<file path="src/rtl/div_unit_param.sv">
// Queued iterative radix-2 divider for RISC-V DIV/DIVU/REM/REMU.
// Leading-zero skip on the dividend, optional reuse of the last computed result.
module div_unit_param #(
    parameter int DATA_WIDTH   = 32,
    parameter int QUEUE_DEPTH  = 2,
    parameter int ID_WIDTH     = 3,
    parameter int ENABLE_REUSE = 1
) (
    input  logic                  clk,
    input  logic                  rst,
    input  logic                  flush,
    input  logic                  issue_valid,
    output logic                  issue_ready,
    input  logic [DATA_WIDTH-1:0] issue_rs1,
    input  logic [DATA_WIDTH-1:0] issue_rs2,
    input  logic [1:0]            issue_fn3,
    input  logic [ID_WIDTH-1:0]   issue_id,
    output logic                  wb_done,
    input  logic                  wb_ack,
    output logic [DATA_WIDTH-1:0] wb_rd,
    output logic [ID_WIDTH-1:0]   wb_id,
    output logic                  busy
);
    localparam int MSB = DATA_WIDTH - 1;
    localparam int CW  = $clog2(DATA_WIDTH) + 1;
    localparam int PW  = (QUEUE_DEPTH > 1) ? $clog2(QUEUE_DEPTH) : 1;
    localparam int NW  = $clog2(QUEUE_DEPTH + 1);

    typedef struct packed {
        logic [DATA_WIDTH-1:0] mag1;
        logic [DATA_WIDTH-1:0] mag2;
        logic [CW-1:0]         clz;
        logic                  dz;
        logic                  neg;
        logic                  rem;
        logic [ID_WIDTH-1:0]   id;
    } entry_t;

    typedef enum logic [1:0] {IDLE, CALC, DONE} state_t;

    logic   sgn;
    entry_t in_e;

    always_comb begin
        in_e = '0;
        sgn = ~issue_fn3[0];
        in_e.mag1 = (sgn && issue_rs1[MSB]) ? -issue_rs1 : issue_rs1;
        in_e.mag2 = (sgn && issue_rs2[MSB]) ? -issue_rs2 : issue_rs2;
        in_e.clz = CW'(DATA_WIDTH);
        for (int i = 0; i < DATA_WIDTH; i++) begin
            if (in_e.mag1[i]) in_e.clz = CW'(DATA_WIDTH - 1 - i);
        end
        in_e.dz  = (issue_rs2 == '0);
        in_e.rem = issue_fn3[1];
        in_e.neg = issue_fn3[1] ? (sgn & issue_rs1[MSB])
                 : (sgn & (issue_rs1[MSB] ^ issue_rs2[MSB]) & ~in_e.dz);
        in_e.id  = issue_id;
    end

    entry_t        mem [QUEUE_DEPTH];
    logic [PW-1:0] wptr, rptr;
    logic [NW-1:0] count;
    logic          empty, full, push, pop;
    entry_t        head;

    function automatic logic [PW-1:0] ptr_inc(input logic [PW-1:0] p);
        return (p == PW'(QUEUE_DEPTH - 1)) ? '0 : p + PW'(1);
    endfunction

    state_t                state, state_nx;
    logic [DATA_WIDTH-1:0] dvd, dsr, q, r, cur_mag1;
    logic [DATA_WIDTH-1:0] prev_mag1, prev_mag2, prev_q, prev_r;
    logic [CW-1:0]         cnt, head_n;
    logic                  reuse_valid, cur_neg, cur_rem, hit, head_fast;
    logic [ID_WIDTH-1:0]   cur_id;
    logic [DATA_WIDTH:0]   shifted, diff;
    logic                  ge;
    logic [DATA_WIDTH-1:0] q_nx, r_nx, res;

    assign empty = (count == '0);
    assign full  = (count == NW'(QUEUE_DEPTH));
    assign head  = mem[rptr];
    assign pop   = !empty && (state == IDLE || (state == DONE && wb_ack));
    assign push  = issue_valid && issue_ready;

    always_ff @(posedge clk) begin
        if (push) mem[wptr] <= in_e;
    end

    always_ff @(posedge clk) begin
        if (rst || flush) begin
            wptr  <= '0;
            rptr  <= '0;
            count <= '0;
        end else begin
            if (push) wptr <= ptr_inc(wptr);
            if (pop)  rptr <= ptr_inc(rptr);
            if (push && !pop)      count <= count + NW'(1);
            else if (!push && pop) count <= count - NW'(1);
        end
    end

    // A divide-by-zero never matches, since its divisor is never stored
    assign hit = (ENABLE_REUSE != 0) && reuse_valid && !head.dz &&
                 (head.mag1 == prev_mag1) && (head.mag2 == prev_mag2);
    assign head_n    = CW'(DATA_WIDTH) - head.clz;
    assign head_fast = head.dz || hit || (head_n == '0);

    always_comb begin
        shifted = {r, dvd[MSB]};
        diff    = shifted - {1'b0, dsr};
        ge      = (shifted >= {1'b0, dsr});
        r_nx    = ge ? diff[MSB:0] : shifted[MSB:0];
        q_nx    = {q[MSB-1:0], ge};
    end

    always_ff @(posedge clk) begin
        if (rst || flush) state <= IDLE;
        else              state <= state_nx;
    end

    always_comb begin
        state_nx = state;
        unique case (state)
            IDLE: if (pop) state_nx = head_fast ? DONE : CALC;
            CALC: if (cnt == CW'(1)) state_nx = DONE;
            DONE: if (wb_ack) state_nx = pop ? (head_fast ? DONE : CALC) : IDLE;
            default: state_nx = IDLE;
        endcase
    end

    always_comb begin
        wb_done     = (state == DONE);
        busy        = !empty || (state != IDLE);
        issue_ready = !full || pop;
        res         = cur_rem ? r : q;
        wb_rd       = cur_neg ? -res : res;
        wb_id       = cur_id;
    end

    always_ff @(posedge clk) begin
        if (rst || flush) begin
            reuse_valid <= 1'b0;
        end else if (pop) begin
            cur_neg  <= head.neg;
            cur_rem  <= head.rem;
            cur_id   <= head.id;
            cur_mag1 <= head.mag1;
            dsr      <= head.mag2;
            cnt      <= head_n;
            unique case (1'b1)
                head.dz: begin
                    q <= '1;
                    r <= head.mag1;
                end
                hit: begin
                    q <= prev_q;
                    r <= prev_r;
                end
                default: begin
                    dvd <= head.mag1 << head.clz;
                    q   <= '0;
                    r   <= '0;
                end
            endcase
        end else if (state == CALC) begin
            r   <= r_nx;
            q   <= q_nx;
            dvd <= {dvd[MSB-1:0], 1'b0};
            cnt <= cnt - CW'(1);
            if (cnt == CW'(1)) begin
                prev_mag1   <= cur_mag1;
                prev_mag2   <= dsr;
                prev_q      <= q_nx;
                prev_r      <= r_nx;
                reuse_valid <= 1'b1;
            end
        end
    end
endmodule

</file>
<file path="config.mk">
export PLATFORM = sky130hd
export DESIGN_NAME = div_unit_param
export DESIGN_NICKNAME = d
export VERILOG_FILES = /design/src/rtl/div_unit_param.sv
export SDC_FILE = /design/constraint.sdc
export NUM_CORES = 1
export LEC_CHECK = 0
export BUFFER_PORTS_ARGS = -buffer_cell sky130_fd_sc_hd__clkbuf_2
export CAP_MARGIN = 40
export CORE_MARGIN = 3
export CORE_UTILIZATION = 35
export CTS_BUF_LIST = sky130_fd_sc_hd__clkbuf_2
export DETAILED_ROUTE_END_ITERATION = 12
export GPL_TIMING_DRIVEN = 1
export PLACE_DENSITY = 0.51
export SLEW_MARGIN = 20
export SYNTH_ARGS = -nofsm -noshare
export SYNTH_HDL_FRONTEND = slang
export SYNTH_SLANG_ARGS = --single-unit
</file>
<file path="constraint.sdc">
create_clock -name clk -period 24 [get_ports clk]
set_input_delay 2.4 -clock clk [delete_from_list [all_inputs] [get_ports clk]]
set_output_delay 2.4 -clock clk [all_outputs]
set_load 0.05 [all_outputs]
</file>
==> run metrics <==
Root Driver clkbuf_2; worst vdd ir about 0.00003 V; fin util around two fifths; Die ar. between 70000 and 80000 sq um; Worst Clk Skew around 160 ps; Core ar. 67900 sq um; Worst-Margin Slew 868 ps; Synth area leaders edfxtp_1 (56%), mux2i_1 (4.8%), mux2_2 (4.3%), xor2_1 (3.4%), xnor2_1 (2.9%); Yosys reg bits 459; setup_tns 0 ps; Final Hold Viols 0; total global routing overflow 0; I/O pins 112; initial antenna violation count 2; CP Cell Sequence buf_4 > mux2i_1 > ha_1 > o221ai_1 > nand2b_1 > or2_1 > or2_2 > or3_1 > o21ai_1 > xor2_1 > clkbuf_2; RSZ-0062 raised after global routing false; remaining antenna violation count 0; fmax roughly 140 MHz; Tot GR Track Use 18.5%; library cells used by synthesis between 80 and 90; Slew Limit Fails 0; DRC violations left 0; CP startpoint cur_rem$_DFFE_PP_; final wirelength between 60000 and 70000 microns; Critical Path End Type primary output; most frequent cell after synthesis edfxtp_1; post-CTS setup buffers 0; initial DRC count approximately 1300; Syn Std Cell Area around 24000 sq um; fin crit share between 20% and 30%; Worst-path clk slew 100 ps; Worst Path Arrival between 4000 and 5000 ps; max-capacitance violation count 0; die extent in y around 270 microns; Initial Util about 36%; CTS buffer count between 100 and 150; Main synth FF type edfxtp_1; Period minus WS final 7170 ps; IO Port Bufs between 100 and 150; CTS resizes 0; CP max stage cell buf_4; Critical Path Source Type register; number of flops mapped to enable cells by yosys about 450; layout cells sized above 1 between 20% and 30%; hold_sp cur_mag1[10]$_DFFE_PP_; sequential fraction of the synthesis area ~57%; Die X between 200 and 300 microns; max incr delay on CP between 500 and 600 ps; Final #Nets 2292; dpl hpwl roughly 47000 microns; vias in the first global route 16500; setup violators final 0; number of vias per cell around 5.3; Setup Crit Path Kind register to primary output; first-pass GRT wire length just over 100000 microns; outcome finished, final reports clean; row cnt 95; CTS tree built; pwr dens around 75 nW/um^2; crit path max fanout 60; Yosys top cell area share a little under three fifths; synthesized instance count between 2000 and 2500; Synth warnings 0; First-pass DRT Iterations 5; share of flip-flops with an asynchronous set or reset 0%; Slew HR a little over two fifths; Synthesized Nets around 2100; Static Leak between 9 and 10 nW; Synth area leader edfxtp_1; pin count of the biggest net entering global routing just under 70; clk_lat worst skew 1210 ps; min-delay worst type register to register; cts-stage hold buffer count 0; Req. time, crit path approximately 22000 ps; routability cong. slightly below 0.9; commonest cells in the synthesized netlist edfxtp_1 (451), nor2_1 (137), nand2_1 (133); Longest Clk Path Bufs 3; area grow syn2layout 11.5%; synthesized area per cell between 10 and 15 sq um; routed length per instance ~21 microns; DR vias ~17000; H-tree Lvls 3; CTS sink count around 460
==> report_power, final <==
group	internal, mW	switching, mW
clock network	0.217	0.339
logic	0.177	0.326
registers	0.949	0.0233
==> final timing paths <==
kind	end	slack, ps	depth (start not counted)
max	wb_rd[28]	16830	11
min	prev_mag1[10]$_DFFE_PP_	390	0
max reg2reg	dvd[18]$_DFFE_PP_	18800	11
min reg2reg	prev_mag1[10]$_DFFE_PP_	390	0
==> per-stage QoR <==
step | hold slack, ps | cell area (sq um) | power, mW | std cells | worst slack, ps
6_report | 387 | 27000 | 2.03 | 3198 | 16830
3_5_place_dp | 405 | 25900 | 1.49 | 2979 | 17640
5_1_grt | 422 | 27000 | 2.15 | 3197 | 16410
2_1_floorplan | 400 | 24200 | 1.34 | 2008 | 7980
4_1_cts | 403 | 27000 | 2.06 | 3196 | 16640
3_3_place_gp | 401 | 25700 | 1.48 | 2969 | 17630
==> critical path: cells and delay by family, from the launching register on <==
| family | cells | cell delay, ps |
|---|---|---|
| mux | 1 | 390 |
| xor+xnor | 1 | 160 |
| flops | 1 | 330 |
| simple gates | 4 | 1260 |
| fa+ha+maj | 1 | 250 |
| buf+inv | 2 | 880 |
| compound gates | 2 | 320 |
==> state kept, by name, indices dropped and copies added, names as in the netlist, 2 cells and up, named ones only <==
| signal | cells |
|---|---|
| count | 2 |
| dvd | 32 |
| prev_mag1 | 32 |
| prev_q | 32 |
| prev_r | 32 |
| q | 32 |
| state | 2 |
| mem | 152 |
| dsr | 32 |
| prev_mag2 | 32 |
| cur_mag1 | 32 |
| wb_id | 3 |
| r | 32 |
| cnt | 6 |
==> layer usage <==
metal  global-route usage (%)  share of wire (%)  wire, microns
met1                     26.6                 48          32000
met3                     3.01                5.4           3650
met2                     28.7                 45          30100
met4                     5.64                1.9           1260
met5                        0                  0              0
==> cells by family after synthesis <==
kind of cell	synth area share, %
adders and majority gates	2.15
AOI/OAI and AO/OA	12.6
and+or+nand+nor	9.56
DFF	56.6
buffers and inverters	3.34
xor gates and xnor gates	6.33
muxes	9.48
==> final cells by class <==
class                      count  area [sq um]
inverter                      96           363
multi-input combinational   1362          9770
tap                          921          1150
fill                        6647         40900
antenna                        2          5.00
sequential                   459         13700
clock inverter                51           307
timing repair buffer         141           881
clock buffer                 166           831
==> cell usage in the layout (no fill, tap or decap), drive strengths merged, types with 45 or more instances in the layout <==
master and count:
xor2 94, clkbuf 277, edfxtp 451, mux2i 121, nor2 137, xnor2 81
o21ai 107, mux2 94, a21oi 124, nor3 45, nand2 133, inv 99
clkinv 46
Note: power is estimated with default switching activity, not from simulation.
